<file path="config.mk">
export PLATFORM = sky130hd
export DESIGN_NAME = freq_meter
export DESIGN_NICKNAME = d
export VERILOG_FILES = /design/src/rtl/freq_meter.sv
export SDC_FILE = /design/constraint.sdc
export NUM_CORES = 1
export LEC_CHECK = 0
export CORE_MARGIN = 10
export CORE_UTILIZATION = 40
export CTS_BUF_LIST = sky130_fd_sc_hd__clkbuf_4 sky130_fd_sc_hd__clkbuf_8
export DETAILED_ROUTE_END_ITERATION = 8
export GPL_ROUTABILITY_DRIVEN = 0
export SLEW_MARGIN = 0
export SYNTH_ARGS = -nofsm -noshare
export SYNTH_HDL_FRONTEND = slang
export SYNTH_SLANG_ARGS = --single-unit
</file>
<file path="constraint.sdc">
create_clock -name clk -period 5.5 [get_ports clk]
set_input_delay 0.55 -clock clk [delete_from_list [all_inputs] [get_ports clk]]
set_output_delay 0.55 -clock clk [all_outputs]
set_load 0.03 [all_outputs]
</file>
<file path="src/rtl/freq_meter.sv">
// freq_meter: counts rising edges of sig_in over a fixed gate of GATE_CYCLES clk cycles
//   clk      : system clock (27 MHz)
//   rst_n    : asynchronous active-low reset
//   en       : measurement enable, synchronous to clk
//   sig_in   : signal under measurement, asynchronous to clk
//   freq_hz  : rising-edge count of the last completed window (saturating)
//   valid    : one-cycle pulse when freq_hz is updated
//   overflow : the last completed window saturated the edge counter
module freq_meter #(
    parameter int GATE_CYCLES = 27_000_000,
    parameter int CNT_W       = 25
) (
    input  logic             clk,
    input  logic             rst_n,
    input  logic             en,
    input  logic             sig_in,
    output logic [CNT_W-1:0] freq_hz,
    output logic             valid,
    output logic             overflow
);
    localparam int GW = (GATE_CYCLES > 1) ? $clog2(GATE_CYCLES) : 1;
    localparam logic [GW-1:0] LAST = GW'(GATE_CYCLES - 1);
    localparam logic [CNT_W-1:0] MAX = '1;

    typedef enum logic {IDLE, COUNT} state_t;

    state_t           state;
    logic             s1, s2, s3, edge_det, sat;
    logic [GW-1:0]    gate_cnt, gate_nxt;
    logic [CNT_W-1:0] edge_cnt, cnt_nxt;
    logic             sat_nxt, close;

    always_ff @(posedge clk or negedge rst_n) begin
        if (!rst_n) begin
            s1       <= 1'b0;
            s2       <= 1'b0;
            s3       <= 1'b0;
            edge_det <= 1'b0;
        end else begin
            s1       <= sig_in;
            s2       <= s1;
            s3       <= s2;
            edge_det <= s2 & ~s3;
        end
    end

    // cnt_nxt/sat_nxt include this cycle's edge, so the close cycle can publish it
    always_comb begin
        close    = gate_cnt == LAST;
        gate_nxt = close ? '0 : gate_cnt + 1'b1;
        cnt_nxt  = (edge_det && edge_cnt != MAX) ? edge_cnt + 1'b1 : edge_cnt;
        sat_nxt  = sat | (edge_det && edge_cnt >= MAX - 1'b1);
    end

    always_ff @(posedge clk or negedge rst_n) begin
        if (!rst_n) begin
            state    <= IDLE;
            gate_cnt <= '0;
            edge_cnt <= '0;
            sat      <= 1'b0;
            freq_hz  <= '0;
            overflow <= 1'b0;
            valid    <= 1'b0;
        end else begin
            valid <= 1'b0;
            case (state)
                IDLE:    state <= en ? COUNT : IDLE;
                COUNT:   state <= en ? COUNT : IDLE;
                default: state <= IDLE;
            endcase
            if (en) begin
                gate_cnt <= gate_nxt;
                edge_cnt <= close ? '0 : cnt_nxt;
                sat      <= ~close & sat_nxt;
                if (close) begin
                    valid    <= 1'b1;
                    freq_hz  <= cnt_nxt;
                    overflow <= sat_nxt;
                end
            end else begin
                // dropping en discards the partial window
                gate_cnt <= '0;
                edge_cnt <= '0;
                sat      <= 1'b0;
            end
        end
    end
endmodule

</file>
# Yosys cells after proc, flatten, opt, wreduce, memory -nomap -nowiden
# Cells that the tools add are included.
dict set report totals {
  input_bits 4
  output_inout_bits 27
  word_cells 31
  ff_bits 82
}
dict set report op_classes {
  order_cmp 1
  muxes 8
  n_reduce_logical 3
  bitwise_logic 5
  addsub 2
  n_eq_ne 2
}
# operator n
set ops {}
lappend ops {{two-way mux 25 bit} 5}
lappend ops {{adder 25 x 1 -> 25 bit, second input constant} 2}
lappend ops {{equality test 25 bit, second input constant} 1}
lappend ops {{greater-or-equal comparator 25 bit, second input constant} 1}
lappend ops {{!= test 25 bit, second input constant} 1}
lappend ops {{two-way mux 1 bit} 3}
lappend ops {{bitwise AND 1 bit} 2}
lappend ops {{logical AND 1 bit} 2}
lappend ops {{NOT 1 bit} 2}
lappend ops {{AND reduction 2 bit} 1}
lappend ops {{bitwise OR 1 bit} 1}

# Logic depth before layout (Yosys ltp)
dict set report depth {
  depth_word 5
  depth_mapped 9
  ltp_nobuf 7
}

# Worst setup path before layout
# No wires, ideal clock.
dict set report synth_timing {
  kind {reg2reg}
  from {register edge_cnt[1]}
  to {register freq_hz[7]}
  path_buffers 2
  setup_ps 130
  setup_slack_ps 3627
  t_required_ps 5370
  arrival_ps 1743
  stages_incl_launch_ff 9
  period_less_slack_ps 1873
  path_cell_list {dfrtp_1 ha_1 and3_1 buf_2 and3_1 clkbuf_1 a211o_1 xor2_1 o21ai_0}
}
dict set report synth_between {
  elab_chain_cells 3
  elab_cells_between_ends 4
  cone_classes {add/sub: 1; eq/ne: 1; mux: 1; reduce/logical: 1}
}
# item line
set synth_rtl {}
lappend synth_rtl {{start: declaration} 30} ;# logic [CNT_W-1:0] edge_cnt, cnt_nxt;
lappend synth_rtl {{start signal: assignment} 73} ;# edge_cnt <= close ? '0 : cnt_nxt;
lappend synth_rtl {{parallel branches: the longest is 2 deep, another holds adder 25 x 1 -> 25 bit} n/a}
lappend synth_rtl {{two-way mux 25 bit (*)} 51} ;# cnt_nxt = (edge_det && edge_cnt != MAX) ? edge_cnt + 1'b1 : edge_cnt;
lappend synth_rtl {{end signal: assignment} 77} ;# freq_hz <= cnt_nxt;
lappend synth_rtl {{end: declaration} 17} ;# output logic [CNT_W-1:0] freq_hz,
# Mark *: on every way between the ends.
# A chain may end at the register's enable or synchronous reset.

# Final worst setup path
dict set report layout_timing {
  from {register gate_cnt[22]}
  to {register freq_hz[17]}
}
dict set report layout_between {
  elab_chain_cells 2
}
# item line
set layout_rtl {}
lappend layout_rtl {{start: declaration} 29} ;# logic [GW-1:0] gate_cnt, gate_nxt;
lappend layout_rtl {{start signal: assignment} 72} ;# gate_cnt <= gate_nxt;
lappend layout_rtl {{equality test 25 bit} 49} ;# close = gate_cnt == LAST;
lappend layout_rtl {{AND reduction 2 bit (no source line)} n/a}
# No other way between the ends.

==> results.cfg <==
[status]
run_status = complete, no violations

[synth]
synth-edff-count = 0
syn_area_per_cell_um2 = 9.78
yosys_register_bits = 82
synth_commonest_cells = sky130_fd_sc_hd__dfrtp_1 (82), sky130_fd_sc_hd__nor2_1 (54), sky130_fd_sc_hd__nand2_1 (42), sky130_fd_sc_hd__o21ai_0 (29), sky130_fd_sc_hd__xnor2_1 (22)
synth.largest_area_cell = sky130_fd_sc_hd__dfrtp_1
muxShareOfSynthArea_pct = 0.799
mappedNetlistNets = 407
yosys.area_share.xor_xnor_pct = 8.06
ys.warnings.count = 0
synthArstFlopShare_pct = 100
syn-instance-count = 400
synth.area.top_cells = sky130_fd_sc_hd__dfrtp_1 (52%), sky130_fd_sc_hd__nor2_1 (5.2%), sky130_fd_sc_hd__xnor2_1 (4.9%), sky130_fd_sc_hd__nand2_1 (4.0%), sky130_fd_sc_hd__o21ai_0 (3.7%)
synth_top_area_share_pct = 52.4
synth_area_um2 = 3910
yosysSeqAreaShare_pct = 52.4
synth-simple-area-share_pct = 26.6
post_synth_fa_ha_maj_area_fraction_pct = 0.959
fraction_of_the_mapped_netlist_area_in_compound_gates_pct = 8.19
dominant_register_cell_in_the_synthesized_netlist = sky130_fd_sc_hd__dfrtp_1
post_synth_num_cell_types = 41
synth_top_family_by_area = simple AND/OR/NAND/NOR gates
post-synth-top-count-cell = sky130_fd_sc_hd__dfrtp_1

[drt]
detail_route.drc_violations = 0
drtAntennaViolNets = 0
avg_wl_per_cell_um = 14.2
number_of_vias_after_detailed_routing = 2861
drtPass1Iterations = 4
maxUsedRoutingLayer = met4
route.met2.wl_um = 3680
routed-wl-met3_um = 441
drt-initial-drc-count = 131
route.final.wire_length_um = 8010
via_count_normalized_by_instance_count = 5.08
wl_met1_um = 3760

[timing]
max_slew.worst_pin.slew_ns = 1.01
grt_setup_unrepaired = no
min_period_ns = 2.19
maxSlewViolCount = 0
postLayoutSetupSlackWorst_ns = 3.31
finalSetupTns_ns = 0
finClkSkew_ns = 0.00645
timing.hold.ws_ns = 0.359
timing.final.crit_share_pct = 39.8
hold_viol = 0
tightest_slew_margin_relative_to_the_limit_pct = 32.5
setup_viol = 0
fmaxAchievable_ghz = 0.456

[die]
initial_utilization_pct = 40.6
core-area_um2 = 9640
design.portCount = 31
die_height_um = 119
dieWidth_um = 119
fp-row-count = 36
dieArea_um2 = 14100

[setup_path]
setup_cp_type = flip-flop to flip-flop
cells_along_the_critical_path = nor4bb_1, nand4b_1, or2_1, buf_4, inv_1, o211ai_1, nand3_1
max_stage_delay_ns = 0.42
worst-endpoint-required_ns = 5.79
worst_path_max_delay_cell = sky130_fd_sc_hd__dfrtp_1
critPathArrivalTime_ns = 2.48
capturing_element_type_of_the_critical_path = flip-flop
setup.worst_path.start_class = flip-flop
crit_fanout = 45

[cells_and_area]
layout-drive-gt1-share_pct = 6.98
area_occupied_by_multi_input_gates_um2 = 1760
final.fill_count = 954
antenna_cells_inserted = 0
final_design_instance_area_without_fill_um2 = 4540
final-seq-area_um2 = 2050
layout.nets = 432
area_growth_pct = 16.0

[clock_tree]
cts-buffers-inserted = 9
post_cts_resized = 0
clk_latency_ns = 0.36
clock_sink_count = 82
clock_tree.htree_level_count = 3
cts_post_setup_buffers_inserted = 0
clk_root_buffer_cell = sky130_fd_sc_hd__clkbuf_8
cts.hold.buffers_added = 0
tritoncts = yes
cts_max_path_buffers = 2
clk_transition_reported_paths_ns = 0.08

[global_routing]
first_pass_grt_wire_length_um = 14200
largest_net_degree_at_the_start_of_global_routing = 83
grt_overflow = 0
grt_antenna_before_repair = 0
number_of_global_route_vias_before_repair = 2898
groute.usage.overall_pct = 12.1

[placement]
post-place-ws_ns = 3.07
port-buffer-count = 30
placed_area_um2 = 4320
post-dp-hpwl_um = 5430

[power_and_ir_drop]
static-leakage-power_nw = 1.89
vdd.ir_drop.worst_mv = 0.146
power_density_nw_per_um2 = 245

[hold_path]
min_path_type = flip-flop to flip-flop

[run]
max_cap_violations = 0
## cell type report
cell class | instances | area share (%)
sequential | 82 | 45.2
clock inverter | 3 | 1.02
multi-input combinational | 292 | 38.7
inverter | 8 | 0.662
clock buffer | 13 | 3.81
timing repair buffer | 32 | 6.89
tap | 133 | 3.67
## registers in the layout, summed over array words and instances (netlist names)
name / count
edge_cnt: 25
freq_hz: 25
gate_cnt: 25
edge_det: 1
overflow: 1
s1: 1
s2: 1
s3: 1
sat: 1
valid: 1
## worst max-delay path: cells and delay by family (launching register included)
family	cells	cell delay, ns
AO/OA/AOI/OAI	1	0.16
buffers and inverters	2	0.54
flip-flops	1	0.42
AND/OR/NAND/NOR	4	1.00
## final timing paths
check                                        from                      end  depth (start not counted)  slack, ns
setup / recovery           gate_cnt[22]$_DFF_PN0_  freq_hz[17]$_DFFE_PN0P_                          7       3.31
hold / removal                       s1$_DFF_PN0_             s2$_DFF_PN0_                          0       0.36
setup reg to reg           gate_cnt[22]$_DFF_PN0_  freq_hz[17]$_DFFE_PN0P_                          7       3.31
hold reg to reg                      s1$_DFF_PN0_             s2$_DFF_PN0_                          0       0.36
max in group asynchronous                   rst_n    edge_cnt[3]$_DFF_PN0_                          1       4.49
min in group asynchronous                   rst_n  freq_hz[13]$_DFFE_PN0P_                          1       0.37
## per-layer routing
layer	vias up	global-route usage [%]
met5	-	0
met4	0	4.50
met3	8	4.11
met2	61	18.4
met1	1351	15.5
li1	1441	-
## power breakdown
| group | switching [mW] | total, mW | internal, mW |
|---|---|---|---|
| clock network | 0.217 | 0.470 | 0.253 |
| registers | 0.00503 | 0.612 | 0.607 |
| logic | 0.0217 | 0.0281 | 0.00649 |
## layout by cell type, fill, tap and decap left out, types with 3 or more instances in the layout
master / synthesis / layout
sky130_fd_sc_hd__o21ai_0: 29 / 29
sky130_fd_sc_hd__dfrtp_1: 82 / 82
sky130_fd_sc_hd__or4_1: 4 / 4
sky130_fd_sc_hd__clkdlybuf4s50_1: 0 / 29
sky130_fd_sc_hd__nor3_1: 12 / 12
sky130_fd_sc_hd__inv_1: 8 / 8
sky130_fd_sc_hd__nor4_4: 3 / 3
sky130_fd_sc_hd__nand2_1: 42 / 42
sky130_fd_sc_hd__nor2_1: 54 / 54
sky130_fd_sc_hd__buf_4: 1 / 3
sky130_fd_sc_hd__a31oi_1: 4 / 4
sky130_fd_sc_hd__or3_1: 6 / 6
sky130_fd_sc_hd__ha_1: 3 / 3
sky130_fd_sc_hd__xor2_1: 14 / 14
sky130_fd_sc_hd__nand3_1: 19 / 19
sky130_fd_sc_hd__and4_1: 7 / 7
sky130_fd_sc_hd__nand4_1: 15 / 15
sky130_fd_sc_hd__clkbuf_8: 0 / 12
sky130_fd_sc_hd__a21oi_1: 14 / 14
sky130_fd_sc_hd__and3_1: 14 / 14
sky130_fd_sc_hd__xnor2_1: 22 / 22
sky130_fd_sc_hd__o211ai_1: 3 / 3
sky130_fd_sc_hd__and2_1: 6 / 6
## stage by stage
step	total power [mW]	std cells	utilization, %
floorplan	0.635	400	-
CTS	1.13	563	47.1
finish	1.11	563	47.1
detailed placement	0.653	547	44.8
global route	1.16	563	47.1
global placement	0.653	547	44.8
## logic make-up after synthesis
group | Yosys count
and+or+nand+nor | 193
DFF | 82
AOI/OAI and AO/OA | 57
xor gates and xnor gates | 36
buffers and inverters | 26
muxes | 3
adders and majority gates | 3
Power figures use the tool's default switching activity.
